`config.mk`:
```
export PLATFORM = sky130hd
export DESIGN_NAME = alu_rs_multi
export DESIGN_NICKNAME = d
export VERILOG_FILES = /design/src/rtl/alu_rs_multi.sv
export SDC_FILE = /design/constraint.sdc
export NUM_CORES = 2
export LEC_CHECK = 0
export CAP_MARGIN = 40
export CORE_ASPECT_RATIO = 0.7
export CORE_UTILIZATION = 38
export CTS_CLUSTER_SIZE = 28
export DETAILED_ROUTE_END_ITERATION = 8
export GPL_ROUTABILITY_DRIVEN = 0
export SLEW_MARGIN = 25
export SYNTH_ARGS = -nofsm -noshare
export SYNTH_HDL_FRONTEND = slang
export SYNTH_SLANG_ARGS = --single-unit
export TNS_END_PERCENT = 100
```
`constraint.sdc`:
```
create_clock -name clk_i -period 14.1 [get_ports clk_i]
set_input_delay 2.82 -clock clk_i [delete_from_list [all_inputs] [get_ports clk_i]]
set_output_delay 2.82 -clock clk_i [all_outputs]
set_load 0.05 [all_outputs]
```
`src/rtl/alu_rs_multi.sv`:
```
// Multi-entry ALU reservation station: CDB operand snooping, oldest-ready dispatch, back-pressured result register.
// Optional ALU_RS_FLUSH_EN adds flush_i, which clears all slots and the result register.
module alu_rs_multi #(
    parameter int ENTRIES = 4,
    parameter int XLEN    = 32,
    parameter int FU_NUM  = 8,
    parameter int FU_LOG  = 3,
    parameter int ROB_LOG = 4
) (
    input  logic                       clk_i,
    input  logic                       reset_i,
`ifdef ALU_RS_FLUSH_EN
    input  logic                       flush_i,
`endif
    input  logic                       issue_valid_i,
    output logic                       issue_ready_o,
    input  logic [2:0]                 issue_op_i,
    input  logic [ROB_LOG-1:0]         issue_rob_i,
    input  logic                       issue_rj_i,
    input  logic                       issue_rk_i,
    input  logic [FU_LOG-1:0]          issue_qj_i,
    input  logic [FU_LOG-1:0]          issue_qk_i,
    input  logic [XLEN-1:0]            issue_vj_i,
    input  logic [XLEN-1:0]            issue_vk_i,
    input  logic [FU_NUM-1:0]          cdb_valid_i,
    input  logic [FU_NUM*XLEN-1:0]     cdb_data_i,
    output logic                       out_valid_o,
    input  logic                       out_ready_i,
    output logic [ROB_LOG-1:0]         out_rob_o,
    output logic [XLEN-1:0]            out_value_o,
    output logic [$clog2(ENTRIES):0]   occupancy_o
);
    localparam int OCC_W = $clog2(ENTRIES) + 1;
    localparam int IDX_W = $clog2(ENTRIES);
    localparam int SH_W  = $clog2(XLEN);

    typedef struct packed {
        logic [2:0]         op;
        logic [ROB_LOG-1:0] rob;
        logic               rj;
        logic               rk;
        logic [FU_LOG-1:0]  qj;
        logic [FU_LOG-1:0]  qk;
        logic [XLEN-1:0]    vj;
        logic [XLEN-1:0]    vk;
    } slot_t;

    slot_t               slot_q [ENTRIES];
    slot_t               slot_d [ENTRIES];
    // older_q[a][b] set means slot a was issued before slot b
    logic [ENTRIES-1:0]  older_q [ENTRIES];
    logic [ENTRIES-1:0]  older_d [ENTRIES];
    logic [ENTRIES-1:0]  valid_q, valid_d, ready, pick;
    logic [IDX_W-1:0]    free_idx, sel_idx;
    logic                do_issue, do_disp, flush;
    logic                out_valid_q, out_valid_d;
    logic [ROB_LOG-1:0]  out_rob_q, out_rob_d;
    logic [XLEN-1:0]     out_value_q, out_value_d, res;
    logic [OCC_W-1:0]    occ_q, occ_d;
    slot_t               sel_s;

`ifdef ALU_RS_FLUSH_EN
    assign flush = flush_i;
`else
    assign flush = 1'b0;
`endif

    assign issue_ready_o = ~&valid_q;
    assign out_valid_o   = out_valid_q;
    assign out_rob_o     = out_rob_q;
    assign out_value_o   = out_value_q;
    assign occupancy_o   = occ_q;

    always_comb begin
        ready    = '0;
        pick     = '0;
        free_idx = '0;
        sel_idx  = '0;
        for (int i = 0; i < ENTRIES; i++)
            ready[i] = valid_q[i] & slot_q[i].rj & slot_q[i].rk;
        for (int i = 0; i < ENTRIES; i++) begin
            pick[i] = ready[i];
            for (int j = 0; j < ENTRIES; j++)
                if (ready[j] && older_q[j][i]) pick[i] = 1'b0;
        end
        for (int i = ENTRIES - 1; i >= 0; i--) begin
            if (!valid_q[i]) free_idx = IDX_W'(i);
            if (pick[i])     sel_idx  = IDX_W'(i);
        end
    end

    assign do_disp  = (|ready) && (!out_valid_q || out_ready_i);
    assign do_issue = issue_valid_i && issue_ready_o && !flush;
    assign sel_s    = slot_q[sel_idx];

    always_comb begin
        res = '0;
        case (sel_s.op)
            3'd0: res = sel_s.vj + sel_s.vk;
            3'd1: res = sel_s.vj - sel_s.vk;
            3'd2: res = sel_s.vj * sel_s.vk;
            3'd3: res = XLEN'($signed(sel_s.vj) >= $signed(sel_s.vk));
            3'd4: res = sel_s.vj << sel_s.vk[SH_W-1:0];
            3'd5: res = sel_s.vj >> sel_s.vk[SH_W-1:0];
            3'd6: res = sel_s.vj & sel_s.vk;
            default: res = sel_s.vj | sel_s.vk;
        endcase
    end

    always_comb begin
        valid_d     = valid_q;
        slot_d      = slot_q;
        older_d     = older_q;
        out_valid_d = out_valid_q;
        out_rob_d   = out_rob_q;
        out_value_d = out_value_q;
        occ_d       = occ_q + OCC_W'(do_issue) - OCC_W'(do_disp);

        for (int i = 0; i < ENTRIES; i++) begin
            if (!slot_q[i].rj && cdb_valid_i[slot_q[i].qj]) begin
                slot_d[i].rj = 1'b1;
                slot_d[i].vj = cdb_data_i[slot_q[i].qj*XLEN +: XLEN];
            end
            if (!slot_q[i].rk && cdb_valid_i[slot_q[i].qk]) begin
                slot_d[i].rk = 1'b1;
                slot_d[i].vk = cdb_data_i[slot_q[i].qk*XLEN +: XLEN];
            end
        end

        if (do_disp) begin
            valid_d[sel_idx] = 1'b0;
            out_valid_d      = 1'b1;
            out_rob_d        = sel_s.rob;
            out_value_d      = res;
        end else if (out_ready_i) begin
            out_valid_d = 1'b0;
        end

        if (do_issue) begin
            valid_d[free_idx]    = 1'b1;
            slot_d[free_idx].op  = issue_op_i;
            slot_d[free_idx].rob = issue_rob_i;
            slot_d[free_idx].qj  = issue_qj_i;
            slot_d[free_idx].qk  = issue_qk_i;
            slot_d[free_idx].rj  = issue_rj_i || cdb_valid_i[issue_qj_i];
            slot_d[free_idx].rk  = issue_rk_i || cdb_valid_i[issue_qk_i];
            slot_d[free_idx].vj  = issue_rj_i ? issue_vj_i : cdb_data_i[issue_qj_i*XLEN +: XLEN];
            slot_d[free_idx].vk  = issue_rk_i ? issue_vk_i : cdb_data_i[issue_qk_i*XLEN +: XLEN];
            for (int j = 0; j < ENTRIES; j++)
                older_d[j][free_idx] = valid_q[j];
            older_d[free_idx] = '0;
        end

        if (flush) begin
            valid_d     = '0;
            out_valid_d = 1'b0;
            occ_d       = '0;
        end
    end

    always_ff @(posedge clk_i) begin
        if (reset_i) begin
            valid_q     <= '0;
            out_valid_q <= 1'b0;
            out_rob_q   <= '0;
            out_value_q <= '0;
            occ_q       <= '0;
        end else begin
            valid_q     <= valid_d;
            out_valid_q <= out_valid_d;
            out_rob_q   <= out_rob_d;
            out_value_q <= out_value_d;
            occ_q       <= occ_d;
        end
    end

    // Payload and age state are qualified by valid_q, so they need no reset.
    always_ff @(posedge clk_i) begin
        slot_q  <= slot_d;
        older_q <= older_d;
    end
endmodule

```
==> impl_metrics.json <==
{
  "status": "finished with violations",
  "violations": "design-rule violations",
  "vias_per_cell": 6.82,
  "syn_nets": 6959,
  "syn-cell-area_sq_um": 57900,
  "drive_gt1_frac": 0.170,
  "ys.flop_type": "dfxtp_1",
  "synth_compound_area_frac": 0.147,
  "synthMuxAreaShare": 0.334,
  "ctsResizeCount": 0,
  "dr.pass1.iters": 9,
  "antenna_found_initial": 12,
  "yosysWarnings": 0,
  "cts_made_buffers": 42,
  "critPathKind": "reg -> reg",
  "fin_skew_ps": 29.2,
  "maxCapViolCount": 0,
  "placed_area_sq_um": 63900,
  "rows": 119,
  "clkTransAtPathRegs_ps": 60,
  "cts_tree": "built",
  "remaining_drc_errors": 66,
  "core_area_sq_um": 151000,
  "synth_seq_area_share": 0.142,
  "syn_to_final_growth_pct": 13.4,
  "drv_slew": 0,
  "track_usage": 0.333,
  "period_share": 0.862,
  "grt_first_pass_wirelength_um": 376000,
  "synthSimpleGateAreaFrac": 0.101,
  "max_clock_freq_mhz": 82.3,
  "stdcell_area_sq_um": 65700,
  "fin_tns_setup_ps": 0,
  "worst_pin_slew_ps": 1010,
  "post_cts_buffers": 0,
  "ys_ff_latch": 376,
  "setup_viol": 0,
  "io-pin-count": 388,
  "die_h_um": 329,
  "fillCellCount": 14500,
  "ctsLongestPathBuffers": 3,
  "clk_latency_ps": 630,
  "clockRootBuffer": "clkbuf_16",
  "synth_top_family_by_area": "multiplexers",
  "cts_sinks": 376,
  "via_count": 55400,
  "cp.required_ps": 14610,
  "ant_nets": 0,
  "wl_per_cell_um": 32.1,
  "portBuffers": 387,
  "cpPeakStageDelay_ps": 690,
  "period_needed_ps": 12150,
  "relSlewSlack": 0.323,
  "drt_wl_total_um": 261000,
  "cpMostUsedCell": "fa_1",
  "rsz0062_at_grt": "false",
  "ctsHtreeMaxLevel": 2,
  "synthAdderAreaFrac": 0.190,
  "hp-class": "reg -> reg",
  "syn_inst": 5979,
  "synth_edf_count": 68,
  "die_w_um": 468,
  "mostFrequentLayoutCell": "mux4_2",
  "cp.arrival_ps": 12650,
  "synth_xor_area_frac": 0.0185,
  "ys_types": 96,
  "fin_nets": 7063,
  "drt_first_iter_violations": 9248,
  "finalHoldViolations": 0,
  "hold_ws_ps": 455,
  "grt_pass1_vias": 53900,
  "final_cell_mix": "660 x mux4_2, 615 x nor2_1, 576 x nand2_1, 464 x inv_1, 436 x mux2i_1",
  "worstSetupEndpointType": "flip-flop",
  "start_kind": "flip-flop",
  "postCtsHoldBufs": 0,
  "fp.dieArea_sq_um": 154000,
  "path_max_fanout": 36,
  "grt_max_degree": 80,
  "overflow": 0,
  "dpl.hpwl_um": 186000,
  "cp_slowest_cell": "dfxtp_1",
  "synthArstFlopShare": 0,
  "synth.avg_cell_area_sq_um": 9.68,
  "start_util": 0.384
}
==> path summary, 6_finish.rpt <==
check / startpoint / cells past startpoint / to / slack, ps
worst max register to register: valid_q[1]$_SDFF_PP0_ / 34 / out_value_o[29]$_SDFFE_PP0P_ / 1950
worst max-delay path: valid_q[1]$_SDFF_PP0_ / 34 / out_value_o[29]$_SDFFE_PP0P_ / 1950
worst min register to register: out_value_o[8]$_SDFFE_PP0P_ / 2 / out_value_o[8]$_SDFFE_PP0P_ / 450
worst min-delay path: out_value_o[8]$_SDFFE_PP0P_ / 2 / out_value_o[8]$_SDFFE_PP0P_ / 450
==> cell usage after synthesis, types with 7 or more instances <==
library cell / instances / area (sq um)
clkbuf_1: 303 / 1140
a211oi_1: 30 / 225
nor3_1: 36 / 180
a31oi_1: 22 / 138
o32a_1: 7 / 70.1
buf_2: 66 / 330
inv_2: 23 / 86.3
nand4_1: 26 / 163
dfxtp_1: 308 / 6170
a221oi_1: 16 / 140
nand2_1: 578 / 2170
o211ai_1: 274 / 2060
a221o_1: 7 / 70.1
o21bai_1: 21 / 158
xnor2_1: 96 / 841
buf_1: 139 / 522
nor4_1: 11 / 68.8
xor2_1: 22 / 193
fa_1: 411 / 8230
ha_1: 222 / 2780
and3_1: 12 / 75.1
o21a_1: 14 / 105
o21ai_0: 389 / 1950
nor2b_1: 16 / 100
buf_4: 7 / 52.6
o221ai_1: 34 / 298
a22oi_1: 27 / 203
o221a_2: 8 / 90.1
mux2_2: 8 / 90.1
nand3_1: 39 / 195
nor2_1: 624 / 2340
edfxtp_1: 68 / 2040
a21o_1: 24 / 180
o311ai_0: 9 / 78.8
inv_1: 464 / 1740
o22ai_1: 47 / 294
mux2i_1: 436 / 4360
o21ai_1: 8 / 40.0
mux4_2: 660 / 14900
and2_1: 11 / 68.8
nand2b_1: 17 / 106
a21oi_2: 10 / 87.6
a21oi_1: 289 / 1450
==> logic make-up after synthesis <==
logic type | Yosys count
and+or+nand+nor | 1408
AOI/OAI and AO/OA | 1325
muxes | 1104
buffers and inverters | 1013
adders and majority gates | 633
DFF | 376
xor gates and xnor gates | 120
==> final cells by class <==
cell class | count | area [sq um] | area share
Clock buffer | 58 | 1200 | 0.0183
Sequential cell | 376 | 8210 | 0.125
Inverter | 492 | 1850 | 0.0281
Timing Repair Buffer | 581 | 5700 | 0.0868
Clock inverter | 20 | 265 | 0.00404
Antenna cell | 10 | 25.0 | 0.000381
Tap cell | 1996 | 2500 | 0.0380
Multi-Input combinational cell | 4590 | 45900 | 0.699
==> metal layers <==
metal	GRT usage	part of all wire	vias to the layer above
li1	-	-	22200
met1	0.453	0.38	27400
met2	0.458	0.40	4897
met3	0.149	0.17	830
met4	0.132	0.047	24
met5	0	0.0010	-
==> per-stage QoR <==
step           instances  worst slack, ps   util
2_1_floorplan       5979             4230      -
3_3_place_gp        8002             2750  0.421
3_5_place_dp        8022             2700  0.424
4_1_cts             8100             2620  0.433
5_1_grt             8119             1840  0.435
6_report            8123             1950  0.435
==> worst max-delay path: cells and delay by family, from the launching register on <==
| kind | cells | cell delay, ps |
|---|---|---|
| AO/OA/AOI/OAI | 15 | 4340 |
| AND/OR/NAND/NOR | 4 | 1310 |
| flip-flops | 1 | 690 |
| buffers and inverters | 6 | 1400 |
| adder cells (fa/ha/maj) | 9 | 4200 |
Power is left out: the tool's default activity adds up to more than one toggle a clock period on the data nets, which glitch-free logic cannot reach.
